File: src/rtl/lvds_tx_pkg.sv
// Shared types and default framing words for the LVDS transmit framer.
// Latency: n/a (types and constants only).
// Backpressure: n/a.
package lvds_tx_pkg;

    typedef enum logic [1:0] {
        TRAIN = 2'd0,
        SYNC  = 2'd1,
        DATA  = 2'd2
    } tx_state_t;

    localparam logic [7:0] DEF_TRAIN_WORD = 8'hAA;
    localparam logic [7:0] DEF_SYNC_WORD  = 8'h5C;
    localparam logic [7:0] DEF_IDLE_WORD  = 8'hBC;

endpackage

File: src/rtl/lvds_tx_fifo.sv
// Synchronous word FIFO feeding the framer; power-of-two depth, no bypass.
// Latency: a pushed word is visible at head_dat the cycle after the push.
// Backpressure: full blocks pushes, empty blocks pops; both decoded from registered pointers.
module lvds_tx_fifo #(
    parameter int FIFO_DEPTH = 4,
    parameter int WORD_W     = 8
) (
    input  logic              clk,
    input  logic              rst_n,
    input  logic              push,
    input  logic [WORD_W-1:0] push_dat,
    input  logic              pop,
    output logic [WORD_W-1:0] head_dat,
    output logic              full,
    output logic              empty
);

    localparam int AW = (FIFO_DEPTH > 1) ? $clog2(FIFO_DEPTH) : 1;

    // One extra pointer bit distinguishes full from empty when the indices match.
    logic [AW:0]       wr_ptr;
    logic [AW:0]       rd_ptr;
    logic [WORD_W-1:0] mem [FIFO_DEPTH];
    logic              do_push;
    logic              do_pop;

    assign do_push  = push && !full;
    assign do_pop   = pop && !empty;
    assign empty    = (wr_ptr == rd_ptr);
    assign full     = (wr_ptr[AW] != rd_ptr[AW]) && (wr_ptr[AW-1:0] == rd_ptr[AW-1:0]);
    assign head_dat = mem[rd_ptr[AW-1:0]];

    always_ff @(posedge clk or negedge rst_n) begin
        if (!rst_n) begin
            wr_ptr <= '0;
            rd_ptr <= '0;
        end else begin
            if (do_push) begin
                wr_ptr <= wr_ptr + 1'b1;
            end
            if (do_pop) begin
                rd_ptr <= rd_ptr + 1'b1;
            end
        end
    end

    always_ff @(posedge clk) begin
        if (do_push) begin
            mem[wr_ptr[AW-1:0]] <= push_dat;
        end
    end

endmodule

File: src/rtl/lvds_tx_framer.sv
// Frames payload words (training, sync, data/idle) and serialises them MSB slice first.
// Latency: push to top slice on dev_data is 1..N cycles; one word per N cycles.
// Backpressure: in_ready = FIFO not full, registered, no path from in_valid.
module lvds_tx_framer
    import lvds_tx_pkg::*;
#(
    parameter int                DEV_W      = 1,
    parameter int                WORD_W     = 8,
    parameter int                FIFO_DEPTH = 4,
    parameter int                TRAIN_LEN  = 16,
    parameter logic [WORD_W-1:0] TRAIN_WORD = WORD_W'(DEF_TRAIN_WORD),
    parameter logic [WORD_W-1:0] SYNC_WORD  = WORD_W'(DEF_SYNC_WORD),
    parameter logic [WORD_W-1:0] IDLE_WORD  = WORD_W'(DEF_IDLE_WORD)
) (
    input  logic              clk,
    input  logic              io_reset_n,
    input  logic              in_valid,
    output logic              in_ready,
    input  logic [WORD_W-1:0] in_data,
    input  logic              train_req,
    output logic [DEV_W-1:0]  dev_data,
    output logic              link_up,
    output logic [15:0]       idle_cnt
);

    localparam int             N           = WORD_W / DEV_W;
    localparam int             SCW         = (N > 1) ? $clog2(N) : 1;
    localparam logic [SCW-1:0] SLICE_LAST  = SCW'(N - 1);
    localparam logic [7:0]     TRAIN_LEN_C = 8'(TRAIN_LEN);

    tx_state_t         state;
    tx_state_t         nxt_state;
    logic [SCW-1:0]    slice_cnt;
    logic [7:0]        train_cnt;
    logic [7:0]        nxt_train_cnt;
    logic              train_pend;
    logic [WORD_W-1:0] shift_reg;
    logic [WORD_W-1:0] nxt_word;
    logic              boundary;
    logic              idle_inc;

    logic              fifo_push;
    logic              fifo_pop;
    logic              fifo_full;
    logic              fifo_empty;
    logic [WORD_W-1:0] fifo_head;

    assign boundary  = (slice_cnt == '0);
    assign in_ready  = !fifo_full;
    assign fifo_push = in_valid && in_ready;

    lvds_tx_fifo #(
        .FIFO_DEPTH (FIFO_DEPTH),
        .WORD_W     (WORD_W)
    ) u_fifo (
        .clk      (clk),
        .rst_n    (io_reset_n),
        .push     (fifo_push),
        .push_dat (in_data),
        .pop      (fifo_pop),
        .head_dat (fifo_head),
        .full     (fifo_full),
        .empty    (fifo_empty)
    );

    // Word selection for the next boundary; only meaningful when boundary is high.
    always_comb begin
        nxt_state     = state;
        nxt_word      = IDLE_WORD;
        nxt_train_cnt = train_cnt;
        fifo_pop      = 1'b0;
        idle_inc      = 1'b0;
        if (boundary) begin
            if (train_pend) begin
                // The retrain boundary itself sends the first training word.
                nxt_state     = TRAIN;
                nxt_word      = TRAIN_WORD;
                nxt_train_cnt = 8'd1;
            end else begin
                case (state)
                    TRAIN: begin
                        if (train_cnt == TRAIN_LEN_C) begin
                            nxt_state = SYNC;
                            nxt_word  = SYNC_WORD;
                        end else begin
                            nxt_word      = TRAIN_WORD;
                            nxt_train_cnt = train_cnt + 8'd1;
                        end
                    end
                    SYNC, DATA: begin
                        nxt_state = DATA;
                        if (!fifo_empty) begin
                            fifo_pop = 1'b1;
                            nxt_word = fifo_head;
                        end else begin
                            nxt_word = IDLE_WORD;
                            idle_inc = 1'b1;
                        end
                    end
                    default: begin
                        nxt_state     = TRAIN;
                        nxt_word      = TRAIN_WORD;
                        nxt_train_cnt = 8'd1;
                    end
                endcase
            end
        end
    end

    always_ff @(posedge clk or negedge io_reset_n) begin
        if (!io_reset_n) begin
            state      <= TRAIN;
            slice_cnt  <= '0;
            train_cnt  <= 8'd0;
            train_pend <= 1'b0;
            shift_reg  <= '0;
            dev_data   <= '0;
            link_up    <= 1'b0;
            idle_cnt   <= 16'd0;
        end else begin
            slice_cnt <= (slice_cnt == SLICE_LAST) ? '0 : slice_cnt + 1'b1;
            // A request arriving on a boundary is held for the following one.
            train_pend <= boundary ? train_req : (train_pend | train_req);
            if (boundary) begin
                state     <= nxt_state;
                train_cnt <= nxt_train_cnt;
                dev_data  <= nxt_word[WORD_W-1 -: DEV_W];
                shift_reg <= nxt_word << DEV_W;
                link_up   <= (nxt_state == DATA);
                if (idle_inc && (idle_cnt != 16'hFFFF)) begin
                    idle_cnt <= idle_cnt + 16'd1;
                end
            end else begin
                dev_data  <= shift_reg[WORD_W-1 -: DEV_W];
                shift_reg <= shift_reg << DEV_W;
            end
        end
    end

endmodule

File: config.mk
export PLATFORM = sky130hd
export DESIGN_NAME = lvds_tx_framer
export DESIGN_NICKNAME = d
export VERILOG_FILES = /design/src/rtl/lvds_tx_pkg.sv /design/src/rtl/lvds_tx_fifo.sv /design/src/rtl/lvds_tx_framer.sv
export SDC_FILE = /design/constraint.sdc
export NUM_CORES = 1
export LEC_CHECK = 0
export CORE_MARGIN = 1.5
export CORE_UTILIZATION = 40
export CTS_CLUSTER_DIAMETER = 60
export DETAILED_ROUTE_END_ITERATION = 7
export PLACE_DENSITY = 0.59
export SETUP_SLACK_MARGIN = 0.05
export SYNTH_ARGS = -nofsm -noshare
export SYNTH_HDL_FRONTEND = slang
export SYNTH_HIERARCHICAL = 1
export SYNTH_SLANG_ARGS = --single-unit
File: constraint.sdc
create_clock -name clk -period 5.1 [get_ports clk]
set_input_delay 0.765 -clock clk [delete_from_list [all_inputs] [get_ports clk]]
set_output_delay 0.765 -clock clk [all_outputs]
set_load 0.005 [all_outputs]
==> results.json, run 1 <==
{
  "yosysTopAreaCell": "dfrtp_1",
  "drv_cap": 0,
  "cpLargestDelayFamily": "flip-flops",
  "drive_above_1_share": 0.136,
  "syn_inst": 302,
  "synth_top_cells_by_area": "dfrtp_1, edfxtp_1, mux4_2",
  "cellLeakagePower_nw": 1.79,
  "areaGrowthSynthToFinish_pct": 15.6,
  "postRouteAntennaNets": 0,
  "rsz0062_at_grt": "false",
  "die_h_um": 101,
  "vias_per_cell": 5.13,
  "cts_hold_buf": 0,
  "fin_nets": 359,
  "cts_buffer_depth": 2,
  "num_rows": 35,
  "fin_ws_ps": 2040,
  "final_cell_mix": "dfrtp_1, edfxtp_1, clkdlybuf4s50_1",
  "ys_ff_latch": 77,
  "core_area_um2": 9240,
  "max_stage_delay_ps": 890,
  "die_x_um": 101,
  "critPathMaxFanout": 12,
  "worst_setup_path_start_kind": "flip-flop",
  "yosysTopAreaCellShare": 0.295,
  "dr_total_vias": 2401,
  "path_cells": "xnor2_2, nand3_1, inv_1, inv_1, clkdlybuf4s50_1",
  "maxSlewHeadroom": 0.343,
  "synth_seq_area_share": 0.546,
  "grt_pass1_vias": 2362,
  "fin_cells": 468,
  "cts_tree": "done",
  "drtIter0Drc": 69,
  "place_inst": 452,
  "final_hold_viol_count": 0,
  "cp.buffers_inverters": 3,
  "start_util": 0.414,
  "antenna_found_initial": 0,
  "io_buffers": 30,
  "syn_area_per_cell_um2": 12.7,
  "drc": 0,
  "grt_pass1_wl_um": 11600,
  "final_common_cell": "dfrtp_1",
  "ys_warn_count": 6,
  "multiInputGateArea_um2": 1610,
  "synth_flop_cell": "dfrtp_1",
  "cts_buffers": 9,
  "hold_path_class": "flip-flop to flip-flop",
  "dp_hpwl_um": 4770,
  "ios": 31,
  "synth_edf_count": 32,
  "whs_ps": 451,
  "outcome": "complete, no violations",
  "min_period_ps": 3060,
  "n_antenna_cell": 0,
  "place_ws_ps": 2400,
  "setup_tns_ps": 0,
  "irDropWorstVdd_uv": 212,
  "synth.distinct_cells": 61,
  "required_ps": 4340,
  "cts_root_buffer": "clkbuf_8",
  "finalSetupViolations": 0,
  "clkLatencyLatePin_ps": 350,
  "ys_async_sr_fraction": 0.584,
  "cp-end-kind": "output pin",
  "crit_type": "flip-flop to output pin",
  "first_pass_iters": 4,
  "htreeDepth": 3,
  "wire_per_inst_um": 15.0,
  "grt_overflow_total": 0,
  "worst_pin_slew_ps": 985,
  "cpMostUsedCell": "inv_1",
  "cts_resized": 0,
  "maxSlewViolCount": 0,
  "numClockSinks": 77,
  "grt_max_degree": 46,
  "clock_skew_ps": 8.18,
  "nFillCells": 838,
  "finalWirelength_um": 7030,
  "seq_area_um2": 2090,
  "design.die.area_um2": 10100,
  "final.period_utilization": 0.600,
  "post_cts_buffers": 0,
  "clk_pin_slew_worst_paths_ps": 80,
  "synthesis.area_um2": 3820,
  "largest_reg_flops": 32,
  "grt_use_total": 0.151,
  "critical_path_arrival_ps": 2290,
  "fmax_ghz": 0.327,
  "critPathSlowestCell": "dfrtp_1",
  "syn-num-nets": 327,
  "place.gp.congestion": 0.752,
  "power_density_nw_per_um2": 324
}
path summary, 6_finish.rpt:
path,startpoint,endpoint,slack [ps],cells after the start
worst max-delay path,u_fifo/rd_ptr[0],in_ready,2040,5
worst min register to register,shift_reg[6],shift_reg[7],450,2
worst max register to register,u_fifo/rd_ptr[0],u_fifo/mem[3][7],2480,6
max in group asynchronous,io_reset_n,u_fifo/wr_ptr[1],3910,1
min in group asynchronous,io_reset_n,train_cnt[3],570,1
worst min-delay path,shift_reg[6],shift_reg[7],450,2
Yosys cell counts, drive strengths merged (4+ instances only):
master and count:
inv 15, edfxtp 32, o21ai 5, nor3 12
buf 7, and3 6, dfrtp 45, o41ai 4
xor2 15, ha 13, xnor2 9, nor2b 6
o31ai 7, a21oi 19, nand2 18, nand3 10
a31oi 4, mux4 8, nor2 14, a211oi 4
nand4 9
cell families after synthesis:
| group | count (synthesis) | synth area share |
|---|---|---|
| and+or+nand+nor | 96 | 0.152 |
| DFF | 77 | 0.546 |
| AOI/OAI and AO/OA | 56 | 0.108 |
| buffers and inverters | 25 | 0.0318 |
| xor gates and xnor gates | 24 | 0.0639 |
| adders and majority gates | 13 | 0.0426 |
| muxes | 11 | 0.0557 |
layout make-up:
cell class / count / area share
inverter: 15 / 0.0127
tap: 129 / 0.0365
timing repair buffer: 31 / 0.0686
clock inverter: 7 / 0.0164
multi-input combinational: 200 / 0.365
clock buffer: 9 / 0.0280
sequential: 77 / 0.473
routing by layer:
| layer | vias up | wire [um] | GRT usage |
|---|---|---|---|
| met2 | 42 | 3310 | 0.230 |
| met4 | 0 | 78 | 0.0585 |
| met3 | 7 | 213 | 0.0312 |
| met1 | 1165 | 3430 | 0.211 |
| li1 | 1187 | - | - |
| met5 | - | 0 | 0 |
per-stage QoR:
step / util / power, mW / cell area, um^2
2_1_floorplan: - / 0.906 / 3820
3_3_place_gp: 0.457 / 0.982 / 4220
3_5_place_dp: 0.457 / 0.987 / 4220
4_1_cts: 0.478 / 1.45 / 4420
5_1_grt: 0.478 / 1.50 / 4420
6_report: 0.478 / 1.43 / 4420
worst register-to-register path: cells and delay by family, from the launching register on:
kind / cells / cell delay (ps)
DFF: 1 / 890
xor gates and xnor gates: 1 / 260
and+or+nand+nor: 3 / 680
buffers and inverters: 1 / 70
AOI/OAI and AO/OA: 1 / 390
power breakdown:
part / internal, mW / switching (mW) / leakage (nW) / total (mW)
Combinational: 0.0879 / 0.133 / 0.802 / 0.221
Clock: 0.228 / 0.233 / 0.0976 / 0.460
Sequential: 0.709 / 0.0408 / 0.887 / 0.750
Note: power is estimated with default switching activity, not from simulation.
==> run 2: changes to the inputs <==
==> constraint.sdc (replaced) <==
create_clock -name clk -period 2.9 [get_ports clk]
set_input_delay 0.435 -clock clk [delete_from_list [all_inputs] [get_ports clk]]
set_output_delay 0.435 -clock clk [all_outputs]
set_load 0.005 [all_outputs]
==> run 2 against run 1 <==
Net effect: critical endpoint unchanged; sequential share of layout area fell by 0.20 points; combinational power rose by 76%; critical path type unchanged; die area unchanged; critical path depth stayed put; global-route usage shrank 0.22 points; non-clock buffer count up 2.
==> results.json, run 2 (synthesis gave the netlist of run 1 again) <==
{
  "outcome": "complete, no violations",
  "grt_use_total": 0.148,
  "dr_total_vias": 2405,
  "drv_cap": 0,
  "fin_nets": 361,
  "final.period_utilization": 0.898,
  "grt_pass1_wl_um": 11500,
  "hold_path_class": "input port to async pin",
  "maxSlewViolCount": 0,
  "cts_root_buffer": "clkbuf_8",
  "cts_resized": 0,
  "cts_buffer_depth": 2,
  "post_cts_buffers": 0,
  "grt_pass1_vias": 2337,
  "setup_tns_ps": 0,
  "gr-usage-met2": 0.238,
  "wire_per_inst_um": 14.6,
  "grt_max_degree": 46,
  "rrSetupSlack_ps": 510,
  "num_rows": 35,
  "start_util": 0.414,
  "crit_type": "flip-flop to output pin",
  "cts_buffers": 9,
  "worst_setup_path_start_kind": "flip-flop",
  "required_ps": 2470,
  "grt_use_met1": 0.198,
  "htreeDepth": 3,
  "first_pass_iters": 4,
  "worstReg2RegEnd": "u_fifo/mem[1][5]",
  "rsz0062_at_grt": "false",
  "maxSlewHeadroom": 0.326,
  "cellLeakagePower_nw": 1.80,
  "fin_ws_ps": 297,
  "power_density_nw_per_um2": 565,
  "whs_ps": 228,
  "drtIter0Drc": 71,
  "place_ws_ps": 528,
  "met3_usage": 0.0395,
  "final_hold_viol_count": 0,
  "place.gp.congestion": 0.797,
  "design.die.area_um2": 10100,
  "critPathMaxFanout": 14,
  "postRouteAntennaNets": 0,
  "cts_tree": "done",
  "worst_pin_slew_ps": 1010,
  "largest_reg_flops": 32,
  "final_cell_mix": "dfrtp_1, edfxtp_1, clkdlybuf4s50_1",
  "clkLatencyLatePin_ps": 350,
  "numClockSinks": 77,
  "critical_path_arrival_ps": 2170,
  "ios": 31,
  "finalSetupViolations": 0,
  "clk_pin_slew_worst_paths_ps": 90,
  "crit_start": "u_fifo/rd_ptr[1]",
  "core_area_um2": 9240,
  "dp_hpwl_um": 4790,
  "finalWirelength_um": 6880,
  "io_buffers": 30,
  "clock_skew_ps": 9.31,
  "irDropWorstVdd_uv": 387,
  "fmax_ghz": 0.384,
  "ff2ff_path_depth": 5,
  "min_period_ps": 2600,
  "nFillCells": 831,
  "cts_hold_buf": 0,
  "drive_above_1_share": 0.144,
  "grt_overflow_total": 0,
  "final_common_cell": "dfrtp_1",
  "r2r_start": "u_fifo/rd_ptr[1]",
  "n_antenna_cell": 0,
  "busiest_layer": "met2",
  "die_x_um": 101,
  "areaGrowthSynthToFinish_pct": 16.1,
  "drc": 0,
  "antenna_found_initial": 0,
  "die_h_um": 101,
  "cp-end-kind": "output pin",
  "vias_per_cell": 5.12
}
==> run 2: cell count changes in the layout (fill, tap and decap cells not counted) <==
cell	previous run	this run
buf_4	1	3
clkinv_8	0	2
inv_6	2	4
bufinv_16	1	0
clkinv_1	1	0
clkinv_2	1	0
clkinvlp_4	1	0
==> run 2: area by class of cell <==
| class | count | area [um^2] | area share |
|---|---|---|---|
| Sequential cell | 77 | 2090 | 0.471 |
| Clock inverter | 7 | 76.3 | 0.0172 |
| Inverter | 15 | 56.3 | 0.0127 |
| Tap cell | 129 | 161 | 0.0364 |
| Clock buffer | 9 | 124 | 0.0279 |
| Timing Repair Buffer | 33 | 318 | 0.0717 |
| Multi-Input combinational cell | 200 | 1610 | 0.364 |
==> run 2: routing by layer <==
metal / wire length [um] / vias up
li1: - / 1187
met1: 3310 / 1175
met2: 3290 / 36
met3: 214 / 7
met4: 64 / 0
met5: 0 / -
==> run 2: worst max path at each step <==
stage | endpoint | slack [ps] | cells past startpoint
after floorplan | idle_cnt[1] | 780 | 7
after global placement | u_fifo/mem[3][3] | 530 | 6
after global routing | in_ready | 110 | 5
final | in_ready | 300 | 5
after CTS | in_ready | 270 | 5
after detailed placement | u_fifo/mem[3][6] | 530 | 6
==> run 2: through the flow <==
stage / power (mW) / util / area, um^2 / cells
after floorplan: 1.59 / - / 3820 / 302
after global placement: 1.73 / 0.458 / 4240 / 454
after detailed placement: 1.72 / 0.458 / 4240 / 454
after CTS: 2.53 / 0.480 / 4440 / 470
after global routing: 2.63 / 0.480 / 4440 / 470
final: 2.50 / 0.480 / 4440 / 470
==> run 2: where the power goes <==
group	switching [mW]	total, mW	internal, mW
Clock	0.464	0.802	0.339
Combinational	0.235	0.389	0.154
Sequential	0.0668	1.31	1.25
Total	0.765	2.50	1.74
==> run 2: critical path, cell delays in order (launching register included) <==
cell and delay (ps):
dfrtp_1 590, xnor2_1 450, nand3_1 190, inv_1 110, inv_1 40, clkdlybuf4s50_1 430
==> run 3: changes to the inputs <==
--- a/config.mk
+++ b/config.mk
@@ -9,8 +9,11 @@
 export CORE_UTILIZATION = 40
 export CTS_CLUSTER_DIAMETER = 60
 export DETAILED_ROUTE_END_ITERATION = 7
+export MAX_ROUTING_LAYER = met4
 export PLACE_DENSITY = 0.59
+export RECOVER_POWER = 25
 export SETUP_SLACK_MARGIN = 0.05
+export SLEW_MARGIN = 20
 export SYNTH_ARGS = -nofsm -noshare
 export SYNTH_HDL_FRONTEND = slang
 export SYNTH_HIERARCHICAL = 1
==> run 3 against run 2 <==
Net effect: power about the same; design area stayed put; final cell count unchanged; utilization did not move; critical path type unchanged; global-route usage up 0.43 points; worst setup slack got worse by 0.67 ps; largest power group unchanged; flip-flop and latch count is the same; first-iteration DRC count fell by 8.5%; combinational power about the same; hold slack better by 44 ps; clock skew fell by 0.73 ps; register-to-register slack is essentially flat.
==> results.json, run 3 (synthesis gave the netlist of run 1 again) <==
{
  "power_density_nw_per_um2": 564,
  "r2r_start": "u_fifo/rd_ptr[1]",
  "ios": 31,
  "place.gp.congestion": 0.808,
  "design.die.area_um2": 10100,
  "post_cts_buffers": 0,
  "dr_total_vias": 2418,
  "core_area_um2": 9240,
  "final_core_util": 0.480,
  "irDropWorstVdd_uv": 388,
  "nFillCells": 831,
  "cts_tree": "done",
  "drtIter0Drc": 65,
  "critical_path_arrival_ps": 2170,
  "grt_max_degree": 46,
  "ff2ff_path_depth": 5,
  "drc": 0,
  "cts_resized": 0,
  "final_hold_viol_count": 0,
  "start_util": 0.414,
  "io_buffers": 30,
  "outcome": "complete, no violations",
  "maxSlewHeadroom": 0.246,
  "cp-end-kind": "output pin",
  "n_antenna_cell": 0,
  "cts_buffers": 9,
  "final.period_utilization": 0.898,
  "drive_above_1_share": 0.144,
  "areaGrowthSynthToFinish_pct": 16.1,
  "finalSetupViolations": 0,
  "fmax_ghz": 0.384,
  "grt_pass1_vias": 2337,
  "cts_buffer_depth": 2,
  "grt_pass1_wl_um": 11500,
  "setup_tns_ps": 0,
  "crit_type": "flip-flop to output pin",
  "critPathMaxFanout": 14,
  "wire_per_inst_um": 14.6,
  "worst_setup_path_start_kind": "flip-flop",
  "rsz0062_at_grt": "false",
  "final_cell_mix": "dfrtp_1, edfxtp_1, clkdlybuf4s50_1",
  "maxSlewViolCount": 0,
  "clk_pin_slew_worst_paths_ps": 90,
  "min_period_ps": 2600,
  "clock_skew_ps": 8.57,
  "drv_cap": 0,
  "fin_nets": 361,
  "htreeDepth": 3,
  "dp_hpwl_um": 4790,
  "worstReg2RegEnd": "u_fifo/mem[1][5]",
  "cts_hold_buf": 0,
  "place_ws_ps": 528,
  "first_pass_iters": 4,
  "hold_path_class": "input port to async pin",
  "die_x_um": 101,
  "cts_root_buffer": "clkbuf_8",
  "numClockSinks": 77,
  "finalWirelength_um": 6890,
  "cellLeakagePower_nw": 1.80,
  "grt_use_total": 0.153,
  "rrSetupSlack_ps": 510,
  "worst_pin_slew_ps": 1130,
  "largest_reg_flops": 32,
  "num_rows": 35,
  "vias_per_cell": 5.14,
  "antenna_found_initial": 0,
  "die_h_um": 101,
  "whs_ps": 273,
  "fin_ws_ps": 296,
  "required_ps": 2470,
  "grt_overflow_total": 0,
  "clkLatencyLatePin_ps": 350,
  "final_common_cell": "dfrtp_1",
  "postRouteAntennaNets": 0
}
-- run 3: cell count changes in the layout (fill, tap and decap cells not counted), sizes merged --
cell / before / now
clkbuf: 9 / 10
buf: 4 / 3
-- run 3: how the worst max path moves through the flow --
stage / start / cells past startpoint / endpoint
4_1_cts: u_fifo/rd_ptr[1] / 5 / in_ready
6_report: u_fifo/rd_ptr[1] / 5 / in_ready
5_1_grt: u_fifo/rd_ptr[1] / 5 / in_ready
2_1_floorplan: u_fifo/rd_ptr[0] / 7 / idle_cnt[1]
3_5_place_dp: u_fifo/rd_ptr[1] / 6 / u_fifo/mem[3][6]
3_3_place_gp: u_fifo/rd_ptr[1] / 6 / u_fifo/mem[3][3]
-- run 3: power by group --
part	total [mW]	switching [mW]	internal, mW
combinational	0.389	0.235	0.154
clock	0.800	0.462	0.339
sequential	1.31	0.0669	1.25
total	2.50	0.763	1.74
-- run 3: per-stage QoR --
step	std cells	total power, mW	instance area (um^2)
2_1_floorplan	302	1.59	3820
3_3_place_gp	454	1.73	4240
3_5_place_dp	454	1.72	4240
4_1_cts	470	2.53	4440
5_1_grt	470	2.62	4440
6_report	470	2.50	4440
-- run 3: final cells by class --
class,instances,area [um^2],area share
clock inverter,7,76.3,0.0172
inverter,15,56.3,0.0127
sequential,77,2090,0.471
clock buffer,9,124,0.0279
multi-input combinational,200,1610,0.364
timing repair buffer,33,318,0.0717
tap,129,161,0.0364
-- run 3: worst max-delay path: stages, from the launching register on --
cell and delay, ps:
dfrtp_1 590, xnor2_1 450, nand3_1 190, inv_1 110, inv_1 40, clkdlybuf4s50_1 430
-- run 3: metal layers --
layer | track usage | part of all wire
met1 | 0.197 | 0.48
met2 | 0.238 | 0.48
met3 | 0.0395 | 0.028
met4 | 0.0455 | 0.0089
met5 | - | 0
